==> src/rtl/execute_stage_pkg.sv <==
// Shared types for the execute stage: ALU opcodes, muldiv FSM states, decoded instruction payload.
// Pure declarations, no latency or backpressure of its own.
package execute_stage_pkg;

    localparam int ARCH_LEN        = 32;
    localparam int MUL_LATENCY_DEF = 4;

    typedef enum logic [3:0] {
        ALU_ADD,
        ALU_SUB,
        ALU_SLL,
        ALU_SLT,
        ALU_SLTU,
        ALU_XOR,
        ALU_SRL,
        ALU_SRA,
        ALU_OR,
        ALU_AND
    } alu_op_t;

    typedef enum logic [1:0] {
        MD_IDLE,
        MD_BUSY,
        MD_DONE
    } md_state_t;

    // use_imm selects imm instead of src_data_2 as the second ALU operand
    typedef struct packed {
        logic                valid;
        logic                is_l;
        logic                is_s;
        logic                is_m;
        logic                use_imm;
        alu_op_t             alu_op;
        logic [2:0]          func3;
        logic [ARCH_LEN-1:0] imm;
        logic [ARCH_LEN-1:0] src_data_1;
        logic [ARCH_LEN-1:0] src_data_2;
        logic [4:0]          dst_reg;
        logic [ARCH_LEN-1:0] dst_reg_data;
        logic                reg_data_ready;
    } inst_decoded_t;

    function automatic logic [ARCH_LEN-1:0] negate_if(input logic neg, input logic [ARCH_LEN-1:0] v);
        return neg ? ((~v) + ARCH_LEN'(1)) : v;
    endfunction

endpackage

==> src/rtl/execute_stage_if.sv <==
// Decode -> execute -> memory_stage payload and stall wiring.
// master drives instructions and the downstream stall; slave is the execute stage.
interface execute_stage_if;
    import execute_stage_pkg::*;

    inst_decoded_t inst_exe_in;
    inst_decoded_t inst_exe_out;
    logic          stall_exe_in;
    logic          stall_exe_out;

    modport master (
        output inst_exe_in,
        output stall_exe_in,
        input  inst_exe_out,
        input  stall_exe_out
    );

    modport slave (
        input  inst_exe_in,
        input  stall_exe_in,
        output inst_exe_out,
        output stall_exe_out
    );

endinterface

==> src/rtl/execute_stage_muldiv_unit.sv <==
// RV32M unit: MUL* after MUL_LATENCY busy cycles, DIV*/REM* bit-serial restoring in DIV_CYCLES cycles.
// hold parks a finished result in DONE until downstream is free; result is valid while done=1.
module execute_stage_muldiv_unit
    import execute_stage_pkg::*;
#(
    parameter int MUL_LATENCY = MUL_LATENCY_DEF,
    parameter int DIV_CYCLES  = ARCH_LEN
) (
    input  logic                clk,
    input  logic                rst,
    input  logic                start,
    input  logic                hold,
    input  logic [2:0]          func3,
    input  logic [ARCH_LEN-1:0] op_a,
    input  logic [ARCH_LEN-1:0] op_b,
    output logic                busy,
    output logic                done,
    output logic [ARCH_LEN-1:0] result
);

    localparam int CNT_MAX = (MUL_LATENCY > DIV_CYCLES) ? MUL_LATENCY : DIV_CYCLES;
    localparam int CNT_W   = (CNT_MAX > 1) ? $clog2(CNT_MAX) : 1;

    md_state_t           state_q, state_d;
    logic [CNT_W-1:0]    cnt_q;
    logic [2:0]          f3_q;
    logic [ARCH_LEN-1:0] a_q, b_q;
    logic [ARCH_LEN-1:0] quo_q, rem_q, dvs_q;
    logic                q_neg_q, r_neg_q;

    logic                  cnt_zero;
    logic                  a_neg, b_neg;
    logic [ARCH_LEN:0]     sh, diff;
    logic [ARCH_LEN-1:0]   quo_n, rem_n, q_fin, r_fin, q_res, r_res, mul_res;
    logic signed [ARCH_LEN:0] a_ext, b_ext;
    logic [2*ARCH_LEN-1:0] prod;

    assign cnt_zero = (cnt_q == '0);
    assign a_neg    = ~func3[0] & op_a[ARCH_LEN-1];
    assign b_neg    = ~func3[0] & op_b[ARCH_LEN-1];

    always_comb begin
        state_d = state_q;
        case (state_q)
            MD_IDLE: if (start) state_d = MD_BUSY;
            MD_BUSY: if (cnt_zero) state_d = hold ? MD_DONE : MD_IDLE;
            MD_DONE: if (!hold) state_d = MD_IDLE;
            default: state_d = MD_IDLE;
        endcase
    end

    // One restoring step on magnitudes: shift in next dividend bit, subtract if it fits
    always_comb begin
        sh    = {rem_q, quo_q[ARCH_LEN-1]};
        diff  = sh - {1'b0, dvs_q};
        rem_n = diff[ARCH_LEN] ? sh[ARCH_LEN-1:0] : diff[ARCH_LEN-1:0];
        quo_n = {quo_q[ARCH_LEN-2:0], ~diff[ARCH_LEN]};
    end

    // In the last BUSY cycle the final step is still combinational; DONE reads the registered copy
    always_comb begin
        q_fin = (state_q == MD_BUSY) ? quo_n : quo_q;
        r_fin = (state_q == MD_BUSY) ? rem_n : rem_q;
        q_res = (b_q == '0) ? '1  : negate_if(q_neg_q, q_fin);
        r_res = (b_q == '0) ? a_q : negate_if(r_neg_q, r_fin);
    end

    // The product is taken from latched operands; the counter sets when it is released
    always_comb begin
        a_ext   = {(f3_q[1:0] != 2'b11) & a_q[ARCH_LEN-1], a_q};
        b_ext   = {(f3_q[1:0] == 2'b01) & b_q[ARCH_LEN-1], b_q};
        prod    = (2*ARCH_LEN)'(a_ext * b_ext);
        mul_res = (f3_q[1:0] == 2'b00) ? prod[ARCH_LEN-1:0] : prod[2*ARCH_LEN-1:ARCH_LEN];
        result  = f3_q[2] ? (f3_q[1] ? r_res : q_res) : mul_res;
    end

    assign busy = (state_q != MD_IDLE);
    assign done = ((state_q == MD_BUSY) & cnt_zero) | (state_q == MD_DONE);

    always_ff @(posedge clk or negedge rst) begin
        if (!rst) begin
            state_q <= MD_IDLE;
            cnt_q   <= '0;
            f3_q    <= '0;
            a_q     <= '0;
            b_q     <= '0;
            quo_q   <= '0;
            rem_q   <= '0;
            dvs_q   <= '0;
            q_neg_q <= 1'b0;
            r_neg_q <= 1'b0;
        end else begin
            state_q <= state_d;
            if (start && state_q == MD_IDLE) begin
                cnt_q   <= func3[2] ? CNT_W'(DIV_CYCLES - 1) : CNT_W'(MUL_LATENCY - 1);
                f3_q    <= func3;
                a_q     <= op_a;
                b_q     <= op_b;
                quo_q   <= negate_if(a_neg, op_a);
                dvs_q   <= negate_if(b_neg, op_b);
                rem_q   <= '0;
                q_neg_q <= a_neg ^ b_neg;
                r_neg_q <= a_neg;
            end else if (state_q == MD_BUSY) begin
                if (!cnt_zero) cnt_q <= cnt_q - CNT_W'(1);
                if (f3_q[2]) begin
                    quo_q <= quo_n;
                    rem_q <= rem_n;
                end
            end
        end
    end

endmodule

==> src/rtl/execute_stage.sv <==
// Execute stage with EX/MEM register: ALU and address generation in 1 cycle, RV32M via the muldiv unit.
// EX/MEM holds under stall_exe_in; decode is stalled while an M op is in flight or downstream stalls.
module execute_stage
    import execute_stage_pkg::*;
#(
    parameter int MUL_LATENCY = MUL_LATENCY_DEF,
    parameter int DIV_CYCLES  = ARCH_LEN
) (
    input  logic           clk,
    input  logic           rst,
    execute_stage_if.slave bus
);

    inst_decoded_t       in_inst, pay, out_q;
    logic                stall_in, stall_out;
    logic                md_start, md_busy, md_done, md_emit, accept_alu;
    logic [ARCH_LEN-1:0] md_result, alu_b, alu_res;
    logic [4:0]          shamt;

    assign in_inst  = bus.inst_exe_in;
    assign stall_in = bus.stall_exe_in;

    assign md_start   = ~md_busy & in_inst.valid & in_inst.is_m & ~stall_in;
    assign md_emit    = md_done & ~stall_in;
    assign accept_alu = ~md_busy & in_inst.valid & ~in_inst.is_m;

    // Decode advances on the emit cycle (from BUSY or DONE) so the held M op is consumed exactly once
    assign stall_out = stall_in
                     | (md_busy & ~md_emit)
                     | (~md_busy & in_inst.valid & in_inst.is_m);

    execute_stage_muldiv_unit #(
        .MUL_LATENCY (MUL_LATENCY),
        .DIV_CYCLES  (DIV_CYCLES)
    ) u_muldiv (
        .clk    (clk),
        .rst    (rst),
        .start  (md_start),
        .hold   (stall_in),
        .func3  (in_inst.func3),
        .op_a   (in_inst.src_data_1),
        .op_b   (in_inst.src_data_2),
        .busy   (md_busy),
        .done   (md_done),
        .result (md_result)
    );

    always_comb begin
        alu_b = in_inst.use_imm ? in_inst.imm : in_inst.src_data_2;
        shamt = alu_b[4:0];
        case (in_inst.alu_op)
            ALU_ADD:  alu_res = in_inst.src_data_1 + alu_b;
            ALU_SUB:  alu_res = in_inst.src_data_1 - alu_b;
            ALU_SLL:  alu_res = in_inst.src_data_1 << shamt;
            ALU_SLT:  alu_res = {{(ARCH_LEN-1){1'b0}}, $signed(in_inst.src_data_1) < $signed(alu_b)};
            ALU_SLTU: alu_res = {{(ARCH_LEN-1){1'b0}}, in_inst.src_data_1 < alu_b};
            ALU_XOR:  alu_res = in_inst.src_data_1 ^ alu_b;
            ALU_SRL:  alu_res = in_inst.src_data_1 >> shamt;
            ALU_SRA:  alu_res = $signed(in_inst.src_data_1) >>> shamt;
            ALU_OR:   alu_res = in_inst.src_data_1 | alu_b;
            ALU_AND:  alu_res = in_inst.src_data_1 & alu_b;
            default:  alu_res = '0;
        endcase
    end

    // Loads/stores carry the effective address; memory_stage fills in load data later
    always_comb begin
        pay = '0;
        if (md_emit) begin
            pay                = in_inst;
            pay.valid          = 1'b1;
            pay.dst_reg_data   = md_result;
            pay.reg_data_ready = 1'b1;
        end else if (accept_alu) begin
            pay = in_inst;
            if (in_inst.is_l || in_inst.is_s) begin
                pay.dst_reg_data   = in_inst.src_data_1 + in_inst.imm;
                pay.reg_data_ready = 1'b0;
            end else begin
                pay.dst_reg_data   = alu_res;
                pay.reg_data_ready = 1'b1;
            end
        end
    end

    always_ff @(posedge clk or negedge rst) begin
        if (!rst) begin
            out_q <= '0;
        end else if (!stall_in) begin
            out_q <= pay;
        end
    end

    assign bus.inst_exe_out  = out_q;
    assign bus.stall_exe_out = stall_out;

endmodule

==> src/flat_wrapper.sv <==
// flat-port wrapper written by rule: the top's interface ports become plain ports
module execute_stage_flat import execute_stage_pkg::*;
#(
    parameter int MUL_LATENCY = MUL_LATENCY_DEF,
    parameter int DIV_CYCLES  = ARCH_LEN
)
  (clk, rst, bus_inst_exe_in, bus_stall_exe_in, bus_inst_exe_out, bus_stall_exe_out);
  execute_stage_if bus_i ();
  input  logic clk;
  input  logic rst;
  input wire logic [$bits(bus_i.inst_exe_in)-1:0] bus_inst_exe_in;
  input wire logic [$bits(bus_i.stall_exe_in)-1:0] bus_stall_exe_in;
  output wire logic [$bits(bus_i.inst_exe_out)-1:0] bus_inst_exe_out;
  output wire logic [$bits(bus_i.stall_exe_out)-1:0] bus_stall_exe_out;
  assign bus_i.inst_exe_in = bus_inst_exe_in;
  assign bus_i.stall_exe_in = bus_stall_exe_in;
  assign bus_inst_exe_out = bus_i.inst_exe_out;
  assign bus_stall_exe_out = bus_i.stall_exe_out;
  execute_stage #(.MUL_LATENCY(MUL_LATENCY), .DIV_CYCLES(DIV_CYCLES)) u_core (.clk(clk), .rst(rst), .bus(bus_i));
endmodule
==> config.mk <==
export PLATFORM = sky130hd
export DESIGN_NAME = execute_stage_flat
export DESIGN_NICKNAME = d
export VERILOG_FILES = /design/src/rtl/execute_stage_pkg.sv /design/src/rtl/execute_stage_if.sv /design/src/rtl/execute_stage_muldiv_unit.sv /design/src/rtl/execute_stage.sv /design/src/flat_wrapper.sv
export SDC_FILE = /design/constraint.sdc
export NUM_CORES = 2
export LEC_CHECK = 0
export CORE_MARGIN = 2
export CORE_UTILIZATION = 50
export CTS_BUF_LIST = sky130_fd_sc_hd__clkbuf_4
export DETAILED_ROUTE_END_ITERATION = 12
export PLACE_DENSITY_LB_ADDON = 0.05
export REMOVE_ABC_BUFFERS = 1
export SYNTH_ARGS = -nofsm -noshare
export SYNTH_HDL_FRONTEND = slang
export SYNTH_SLANG_ARGS = --single-unit
==> constraint.sdc <==
create_clock -name clk -period 9.06 [get_ports clk]
set_input_delay 2.265 -clock clk [delete_from_list [all_inputs] [get_ports clk]]
set_output_delay 2.265 -clock clk [all_outputs]
set_load 0.005 [all_outputs]
==> reports/metrics.cfg <==
[timing]
worst-slew-pin-transition_ns = 1.25
setup_ws_ns = 0.286
rsz0062_at_grt = no
finalSetupViolCount = 0
relSlewSlack_pct = 16.5
fin_skew_ns = 0.0965
finalHoldViolCount = 0
fin_crit_ns = 8.77
max_clock_freq_mhz = 114
drv_slew = 0
period_share_pct = 96.8

[worst_setup_path]
r2r_cells = 28
crit_required_ns = 9.89
reg2reg_to = u_core.bus.inst_exe_out[21]$_DFFE_PN0N_
crit_path_top_delay_cell = dfrtp_1
reg2reg_slack_ns = 0.29
crit_top_cell = fa_1
crit_start = u_core.u_muldiv.a_q[22]$_DFFE_PN0P_
crit_path_start_kind = flop
critical_path_peak_fanout = 13
timing.rr.start = u_core.u_muldiv.a_q[22]$_DFFE_PN0P_
cp_slowest_stage_delay_ns = 0.84
critical_path_class = reg -> reg
crit_path_end_kind = flop
cp.arrival_ns = 9.60

[floorplanning]
rows = 135
start_util_pct = 50.2
die_area_sq_um = 139000
die_x_um = 372
ios = 296
core_sq_um = 135000
die_h_um = 372

[placement]
dp_slack_ns = -0.0353
io_buffer_count = 262
hpwl_mm = 209
place.gp.congestion = 0.997

[logic_synthesis]
synth_seq_area_share_pct = 11.7
syn_area_sq_um = 67900
postSynth.asyncResetShare_pct = 100
yosysTopAreaCell = fa_1
ys.flop_type = dfrtp_1
syn_avg_cell_area_sq_um = 8.33
ys_types = 108
synth_warnings = 0
yosysTopAreaCellShare_pct = 33.3
synth_cells = 8154
synth.area.top_cells = fa_1 33%, dfrtp_1 12%, inv_1 7.5%
ys_ff_latch = 317
synth_enable_flop_cells = 0

[cells_and_area]
post-route-util_pct = 56.1
final_nets = 10008
drive_above_1_share_pct = 8.14
syn2layout_area_growth_pct = 11.7

[worst_hold_path]
min_delay_worst_endpoint = u_core.u_muldiv.dvs_q[17]$_DFFE_PN0P_
min_path_type = reg -> reg
min_from = u_core.u_muldiv.dvs_q[17]$_DFFE_PN0P_
hold_depth = 2

[clocking]
cts.path.max_buffers = 3
clkTransAtPathRegs_ns = 0.07
cts_root_buf = clkbuf_4
cts_tree = done
cts_buffers = 96
cts.sinks = 317
htreeDepth = 3
clk_latency_ns = 1.01

[route]
drc = 0
wl_met3_mm = 23.3
firstDrtPassIters = 6
vias_per_cell = 5.98
ant_nets = 0
wl_met2_mm = 115
top_layer = met5
met1Wirelength_mm = 108
wl_mm = 259
num_vias = 61069
wl_per_cell_um = 25.4
drtIter0Drc = 6153

[global_routing]
grt_pass1_wl_mm = 390
grt_overflow_total = 0
grt_max_degree = 167
globalRouteTotalUtil_pct = 37.7
antenna_found_initial = 20
grt_pass1_vias = 61333

[run_status]
status = finished clean

[flow_run]
maxCapViolations = 0

## kinds of logic (layout without fill, tap and decap cells)
kind of cell               Yosys count  after routing  synth area share [%]
adders and majority gates         1507           1507                  40.3
DFF                                317            317                  11.7
buffers and inverters             1925           2194                  10.7
and+or+nand+nor                   2413           2413                  16.1
AOI/OAI and AO/OA                 1594           1594                  15.7
xor gates and xnor gates           222            222                  2.86
other                                0              9                     0
muxes                              176            176                  2.73
## cells in the mapped netlist, drive strengths merged (37+ instances only)
library cell	count
a211oi	61
a21o	86
a21oi	340
a221oi	38
a22o	117
a31oi	74
and2	295
and3	40
buf	52
clkbuf	518
dfrtp	317
fa	1129
ha	378
inv	1351
mux2i	159
nand2	1287
nand2b	44
nand3	106
nor2	383
nor3	58
nor4	37
o211ai	61
o21ai	410
o22ai	37
o31ai	43
xnor2	136
xor2	86
## cells in the final DEF, fill, tap and decap left out, types with 131 or more instances in the layout
master and instances:
inv_1 1344, nand2_1 1282, fa_1 1127, o21ai_0 395, ha_1 378, nor2_1 377
buf_4 349, a21oi_1 333, dfrtp_1 312, and2_1 293, clkdlybuf4s50_1 259, mux2i_1 158
xnor2_1 135, clkbuf_4 131
## how the worst max path moves through the flow
| stage | slack [ns] | to |
|---|---|---|
| finish | 0.29 | u_core.bus.inst_exe_out[21]$_DFFE_PN0N_ |
| global route | 0.002 | u_core.bus.inst_exe_out[30]$_DFFE_PN0N_ |
| CTS | 0.04 | u_core.bus.inst_exe_out[28]$_DFFE_PN0N_ |
| detailed placement | -0.04 | u_core.bus.inst_exe_out[30]$_DFFE_PN0N_ |
| global placement | 0.01 | u_core.bus.inst_exe_out[30]$_DFFE_PN0N_ |
| floorplan | -0.28 | u_core.bus.inst_exe_out[30]$_DFFE_PN0N_ |
## critical path, delay by kind of cell (launching register included)
family / cells / cell delay (ns)
XOR/XNOR: 1 / 0.21
flip-flops: 1 / 0.84
AND/OR/NAND/NOR: 1 / 0.08
buffers and inverters: 5 / 0.81
adder cells (fa/ha/maj): 9 / 4.47
AO/OA/AOI/OAI: 12 / 2.24
## flip-flops by register name (all words and copies together), names as in the netlist
signal,cells
u_core.u_muldiv.quo_q,32
u_core.u_muldiv.b_q,32
u_core.u_muldiv.rem_q,32
u_core.u_muldiv.a_q,32
u_core.u_muldiv.f3_q,3
u_core.u_muldiv.dvs_q,31
u_core.bus.inst_exe_out,146
u_core.u_muldiv.cnt_q,5
u_core.u_muldiv.r_neg_q,1
u_core.u_muldiv.q_neg_q,1
u_core.u_muldiv.state_q,2
## per-stage QoR
stage / hold slack, ns / cell area [sq um] / setup TNS (ns) / cells
after floorplan: 0.450 / 65700 / -0.599 / 7584
after global placement: 0.464 / 74400 / 0 / 10029
after detailed placement: 0.471 / 74400 / -0.0353 / 10029
after CTS: 0.484 / 75600 / 0 / 10198
after global routing: 0.505 / 75800 / 0 / 10207
final: 0.480 / 75800 / 0 / 10213
## timing repair
action,CTS,global route
pin swaps,0,4
hold buffers,0,0
buffers inserted,0,6
setup endpoints to repair,4,16
cloned,0,0
gates resized for setup,2,29
## layer usage
layer / GRT usage [%] / vias up
met4: 16.1 / 16
met1: 51.9 / 31049
met3: 7.60 / 588
li1: - / 26690
met2: 57.6 / 2726
met5: 0.559 / -
## cell type report
type,instances,area [sq um]
multi-input cells,5912,52900
clock buffers,131,983
well taps,1781,2230
clock inverters,38,208
flip-flops and latches,317,7940
inverters,1355,5090
diodes,9,22.5
repair buffers,670,6420
fillers,12746,59300
Power is left out: the tool's default activity adds up to more than one toggle a clock period on the data nets, which glitch-free logic cannot reach.
